File: src/rtl/tt_trng_harvester.sv
// Ring-oscillator entropy harvester: sync, XOR-combine, optional von Neumann / LFSR whitening, word packing.
// Optional repetition-count health test enabled by defining TRNG_HEALTH_EN.
module tt_trng_harvester #(
  parameter int                N_SRC     = 4,
  parameter int                LFSR_W    = 16,
  parameter logic [LFSR_W-1:0] LFSR_TAPS = 16'hB400,
  parameter logic [LFSR_W-1:0] LFSR_SEED = 16'h0001,
  parameter int                WORD_W    = 8,
  parameter int                REP_LIMIT = 32
) (
  input  logic              clk,
  input  logic              rst_n,
  input  logic              enable,
  input  logic [1:0]        mode,
  input  logic [N_SRC-1:0]  ent_in,
  input  logic              rd_ready,
  output logic              rd_valid,
  output logic [WORD_W-1:0] rd_data,
  output logic              overrun,
  output logic              health_fail
);

  localparam int                CNT_W    = $clog2(WORD_W + 1);
  localparam logic [CNT_W-1:0]  CNT_LAST = CNT_W'(WORD_W - 1);
  localparam logic [LFSR_W-1:0] SEED_EFF = (LFSR_SEED == '0) ? LFSR_W'(1) : LFSR_SEED;

  localparam logic [1:0] S_IDLE    = 2'd0;
  localparam logic [1:0] S_COLLECT = 2'd1;
  localparam logic [1:0] S_FULL    = 2'd2;

  logic [N_SRC-1:0]  r_sync1;
  logic [N_SRC-1:0]  r_sync2;
  logic              r_raw;
  logic [1:0]        r_state;
  logic [1:0]        r_mode;
  logic [CNT_W-1:0]  r_count;
  logic [WORD_W-1:0] r_acc;
  logic              r_vn_phase;
  logic              r_vn_first;
  logic [LFSR_W-1:0] r_lfsr;
  logic              r_rd_valid;
  logic [WORD_W-1:0] r_rd_data;
  logic              r_overrun;

  logic              w_lfsr_bit;
  logic              w_lfsr_fb;
  logic              w_vn_pair;
  logic              w_bit_vld;
  logic              w_bit;
  logic              w_read;
  logic              w_room;
  logic              w_load;
  logic              w_health_block;
  logic [WORD_W-1:0] w_acc_next;

  // Two-flop synchroniser per line, then a registered parity of the synchronised taps
  always_ff @(posedge clk or negedge rst_n) begin
    if (!rst_n) begin
      r_sync1 <= '0;
      r_sync2 <= '0;
      r_raw   <= 1'b0;
    end else begin
      r_sync1 <= ent_in;
      r_sync2 <= r_sync1;
      r_raw   <= ^r_sync2;
    end
  end

  assign w_lfsr_bit = r_lfsr[LFSR_W-1];
  assign w_lfsr_fb  = ^(r_lfsr & LFSR_TAPS);
  assign w_vn_pair  = r_vn_phase && (r_vn_first != r_raw);
  assign w_acc_next = {r_acc[WORD_W-2:0], w_bit};

  always_comb begin
    w_bit_vld = 1'b0;
    w_bit     = 1'b0;
    case (r_mode)
      2'b00: begin
        w_bit_vld = 1'b1;
        w_bit     = r_raw;
      end
      2'b01: begin
        w_bit_vld = w_vn_pair;
        w_bit     = r_vn_first;
      end
      2'b10: begin
        w_bit_vld = w_vn_pair;
        w_bit     = r_vn_first ^ w_lfsr_bit;
      end
      default: begin
        w_bit_vld = 1'b1;
        w_bit     = w_lfsr_bit;
      end
    endcase
  end

  assign w_read = r_rd_valid && rd_ready;
  assign w_room = !r_rd_valid || w_read;
  assign w_load = (r_state == S_FULL) && enable && w_room && !w_health_block;

  always_ff @(posedge clk or negedge rst_n) begin
    if (!rst_n) begin
      r_state    <= S_IDLE;
      r_mode     <= 2'b00;
      r_count    <= '0;
      r_acc      <= '0;
      r_vn_phase <= 1'b0;
      r_vn_first <= 1'b0;
      r_lfsr     <= SEED_EFF;
      r_overrun  <= 1'b0;
    end else begin
      if (r_state != S_IDLE) begin
        r_lfsr     <= {r_lfsr[LFSR_W-2:0], w_lfsr_fb};
        r_vn_phase <= !r_vn_phase;
        if (!r_vn_phase) r_vn_first <= r_raw;
      end
      case (r_state)
        S_IDLE: begin
          r_count    <= '0;
          r_vn_phase <= 1'b0;
          r_mode     <= mode;
          if (enable) begin
            r_state   <= S_COLLECT;
            r_overrun <= 1'b0;
          end
        end
        S_COLLECT: begin
          if (!enable) begin
            r_state    <= S_IDLE;
            r_count    <= '0;
            r_vn_phase <= 1'b0;
          end else if (w_bit_vld) begin
            r_acc   <= w_acc_next;
            r_count <= r_count + CNT_W'(1);
            if (r_count == CNT_LAST) r_state <= S_FULL;
          end
        end
        S_FULL: begin
          if (!enable) begin
            r_state    <= S_IDLE;
            r_count    <= '0;
            r_vn_phase <= 1'b0;
          end else if (w_load) begin
            // The bit arriving in the hand-off cycle starts the next word
            r_state <= S_COLLECT;
            r_acc   <= w_bit_vld ? w_acc_next : r_acc;
            r_count <= w_bit_vld ? CNT_W'(1) : '0;
          end else if (!w_room) begin
            r_overrun <= 1'b1;
          end
        end
        default: r_state <= S_IDLE;
      endcase
    end
  end

  always_ff @(posedge clk or negedge rst_n) begin
    if (!rst_n) begin
      r_rd_valid <= 1'b0;
      r_rd_data  <= '0;
    end else if (w_load) begin
      r_rd_valid <= 1'b1;
      r_rd_data  <= r_acc;
    end else if (w_read) begin
      r_rd_valid <= 1'b0;
    end
  end

  assign rd_valid = r_rd_valid;
  assign rd_data  = r_rd_data;
  assign overrun  = r_overrun;

`ifdef TRNG_HEALTH_EN
  localparam int               REP_W   = $clog2(REP_LIMIT + 1);
  localparam logic [REP_W-1:0] REP_MAX = REP_W'(REP_LIMIT);

  logic [REP_W-1:0] r_rep_cnt;
  logic             r_rep_prev;
  logic             r_health_fail;
  logic [REP_W-1:0] w_rep_next;

  always_comb begin
    w_rep_next = r_rep_cnt;
    if (r_rep_cnt == '0 || r_raw != r_rep_prev) w_rep_next = REP_W'(1);
    else if (r_rep_cnt < REP_MAX)               w_rep_next = r_rep_cnt + REP_W'(1);
  end

  // The LFSR-only test mode carries no entropy, so it is kept out of the run-length check
  always_ff @(posedge clk or negedge rst_n) begin
    if (!rst_n) begin
      r_rep_cnt     <= '0;
      r_rep_prev    <= 1'b0;
      r_health_fail <= 1'b0;
    end else if (r_state == S_IDLE || r_mode == 2'b11) begin
      r_rep_cnt <= '0;
    end else begin
      r_rep_cnt  <= w_rep_next;
      r_rep_prev <= r_raw;
      if (w_rep_next == REP_MAX) r_health_fail <= 1'b1;
    end
  end

  assign w_health_block = r_health_fail;
  assign health_fail    = r_health_fail;
`else
  assign w_health_block = 1'b0;
  assign health_fail    = 1'b0;
`endif

endmodule

File: config.mk
export PLATFORM = sky130hd
export DESIGN_NAME = tt_trng_harvester
export DESIGN_NICKNAME = d
export VERILOG_FILES = /design/src/rtl/tt_trng_harvester.sv
export SDC_FILE = /design/constraint.sdc
export NUM_CORES = 1
export LEC_CHECK = 0
export CAP_MARGIN = 40
export CORE_MARGIN = 3
export CORE_UTILIZATION = 30
export DETAILED_ROUTE_END_ITERATION = 10
export PLACE_DENSITY = 0.6
export RECOVER_POWER = 50
export SLEW_MARGIN = 20
export SYNTH_ARGS = -nofsm -noshare
export SYNTH_HDL_FRONTEND = slang
export SYNTH_SLANG_ARGS = --single-unit
File: constraint.sdc
create_clock -name clk -period 1.7 [get_ports clk]
set_clock_uncertainty 0.1 [all_clocks]
set_input_delay 0.34 -clock clk [delete_from_list [all_inputs] [get_ports clk]]
set_output_delay 0.34 -clock clk [all_outputs]
set_load 0.01 [all_outputs]
==> flow_metrics.py <==
metrics = {
    "grt": {
        "top_usage_layer": "met2",
        "grtUsageMet1": 0.118,
        "overflow": 0,
        "grtUsageMet2": 0.160,
        "grt_pass1_vias": 1441,
        "antenna_found_initial": 0,
        "grt_max_degree": 23,
        "grt.total_usage": 0.0960,
        "grt_pass1_wl_microns": 6620,
        "grt_util_met3": 0.0264,
    },
    "synthesis": {
        "synthTopCellsByCount": "dfrtp_1 (52), mux2_2 (16), nand2_1 (11)",
        "synth_edf_count": 0,
        "yosys_warnings": 0,
        "syn_area_sq_um": 2320,
        "async_flop_share": 1.00,
        "ys_types": 37,
        "netlist.area_leader.share": 0.561,
        "syn-mean-instance-area_sq_um": 13.7,
        "synth_most_common_cell": "dfrtp_1",
        "synth-seq-cells": 53,
        "synthesis.nets": 189,
        "syn_inst": 169,
        "synthFlopType": "dfrtp_1",
        "synth-seq-area-share": 0.572,
        "synth_top_cell_by_area": "dfrtp_1",
        "synthTopCellsByArea": "dfrtp_1 (56%), mux2_2 (7.8%), ha_1 (5.4%), mux2_4 (5.2%), mux2_1 (4.9%)",
    },
    "setup_path": {
        "critical_path_class": "register to register",
        "start_kind": "register",
        "critPathMaxFanout": 6,
        "critPathRequiredTime_ps": 1790,
        "cp.arrival_ps": 1790,
        "crit_path_end_kind": "register",
    },
    "timing": {
        "finalHoldViolCount": 0,
        "setup_viol": 2,
        "setup_tns_ps": -2.57,
        "rsz0062_at_grt": "true",
        "slew_headroom": 0.650,
        "final_max_slew_viol_count": 0,
        "max_freq_mhz": 588,
        "tightest_slew_ps": 525,
        "fin_crit_sh": 1.00,
        "setup_ws_ps": -1.81,
        "post-route-min-period_ps": 1700,
    },
    "floorplanning": {
        "die_y_microns": 93.9,
        "row_count": 31,
        "start_util": 0.315,
        "fp.dieW_microns": 93.9,
        "die_area_sq_um": 8820,
        "io_pins": 21,
        "core_sq_um": 7370,
    },
    "clock_network": {
        "clk_pin_slew_ps": 100,
        "htree_num_levels": 2,
        "cts_inserted_buffers": 5,
        "clock-root-buffer": "clkbuf_8",
        "cts_buffer_depth": 2,
        "cts_tree": "built",
        "clk-insertion-delay-late_ps": 310,
        "cts_num_sinks": 53,
    },
    "drt": {
        "drtPass1Iterations": 4,
        "ant_nets": 0,
        "drc_errors": 0,
        "avgRoutedWirePerCell_microns": 11.9,
        "vias": 1394,
        "drt-total-wl_microns": 3800,
        "first_iter_violations": 35,
        "routed_via_density": 4.38,
    },
    "min_path": {
        "hp-class": "register to register",
    },
    "place": {
        "preCtsSetupSlack_ps": -248,
        "place_area_sq_um": 2810,
        "portBuffers": 19,
        "dp_hpwl_microns": 2730,
        "gp_congestion": 0.770,
    },
    "cells_and_area": {
        "finalInstanceArea_sq_um": 3050,
        "area.growth.synth_to_final_pct": 31.4,
        "drive_gt1_frac": 0.393,
        "nNetsFinal": 238,
        "diodes": 0,
        "utilization": 0.414,
        "fill_cells": 680,
    },
    "flow_run": {
        "maxCapViolations": 0,
    },
    "power": {
        "p_leak_uw": 0.00148,
        "fin_total_pwr_uw": 4590,
        "pwr_density_cell_nw_per_um2": 1510,
        "peakVddDrop_v": 0.000560,
    },
    "outcome": {
        "violations": "setup timing",
        "status": "complete, but fails checks",
    },
}
-- cell families (layout without fill, tap and decap cells) --
family	after synthesis	in the layout	share of synthesized area
AOI/OAI and AO/OA	19	19	0.0674
xor gates and xnor gates	7	7	0.0264
adders and majority gates	10	10	0.0539
buffers and inverters	11	61	0.0200
DFF	53	53	0.572
muxes	35	35	0.182
other	1	1	0.00162
and+or+nand+nor	33	33	0.0761
-- metal layers --
layer  part of all wire  wire (microns)
met1               0.47            1770
met2               0.48            1820
met3              0.041             157
met4              0.012              47
met5                  0               0
-- where the power goes --
group	switching (uW)	internal, uW	leakage [uW]
logic	910	1250	0.000736
clock network	419	339	0.0000518
registers	166	1510	0.000697
total	1490	3100	0.00148
-- timing repair --
item,4_1_cts,5_1_grt
hold buffers,1,0
gates resized for setup,14,14
endpoints found under the setup margin,19,23
hold endpoints to repair,14,0
pin swaps,2,4
buffers inserted,3,0
-- per-stage QoR --
step                      hold slack [ps]  std cells
after floorplan                     -55.6        169
after global placement                206        306
after detailed placement              209        306
after CTS                             258        318
after global routing                  261        318
final                                 254        318
-- state kept, by name, indices dropped and copies added (netlist names), 2 cells and up --
name	cells
r_acc	8
r_count	4
r_lfsr	16
r_mode	2
r_state	2
r_sync1	4
r_sync2	4
rd_data	8
-- worst max-delay path, cell delays in order, from the launching register on --
cell      delay, ps
dfrtp_1         420
buf_6           130
ha_4            180
nand4b_1        190
nor2b_4         190
nand2_2          90
mux2_4          290
-- area by class of cell --
| cell class | count | area (sq um) | area share |
|---|---|---|---|
| Inverter | 7 | 26.3 | 0.00862 |
| Timing Repair Buffer | 46 | 422 | 0.138 |
| Clock buffer | 6 | 82.6 | 0.0271 |
| Tap cell | 99 | 124 | 0.0406 |
| Multi-Input combinational cell | 105 | 1050 | 0.344 |
| Sequential cell | 53 | 1330 | 0.436 |
| Clock inverter | 2 | 17.5 | 0.00575 |
-- final timing paths --
path	start	end	slack, ps	cells after the start
setup / recovery	r_state[1]$_DFFE_PN0P_	r_count[0]$_DFFE_PN0P_	-2	6
hold / removal	r_sync1[2]$_DFF_PN0_	r_sync2[2]$_DFF_PN0_	250	0
setup reg to reg	r_state[1]$_DFFE_PN0P_	r_count[0]$_DFFE_PN0P_	-2	6
hold reg to reg	r_sync1[2]$_DFF_PN0_	r_sync2[2]$_DFF_PN0_	250	0
max in group asynchronous	rst_n	r_lfsr[10]$_DFFE_PN0N_	270	3
min in group asynchronous	rst_n	rd_data[4]$_DFFE_PN0P_	370	2
-- cells in the final DEF (no fill, tap or decap), types with 4 or more instances in the layout --
cell              n
nand2_1           7
mux2_2           16
a21oi_1           4
ha_1              6
mux2_4           10
mux2_1            8
dfrtp_1          52
clkbuf_8          6
dlygate4sd3_1     5
nand2_2           4
inv_2             5
o21ai_0           4
buf_4            20
clkdlybuf4s50_1  12
ha_4              4
xnor2_1           5
No activity file was read; power rests on OpenSTA's default activity.
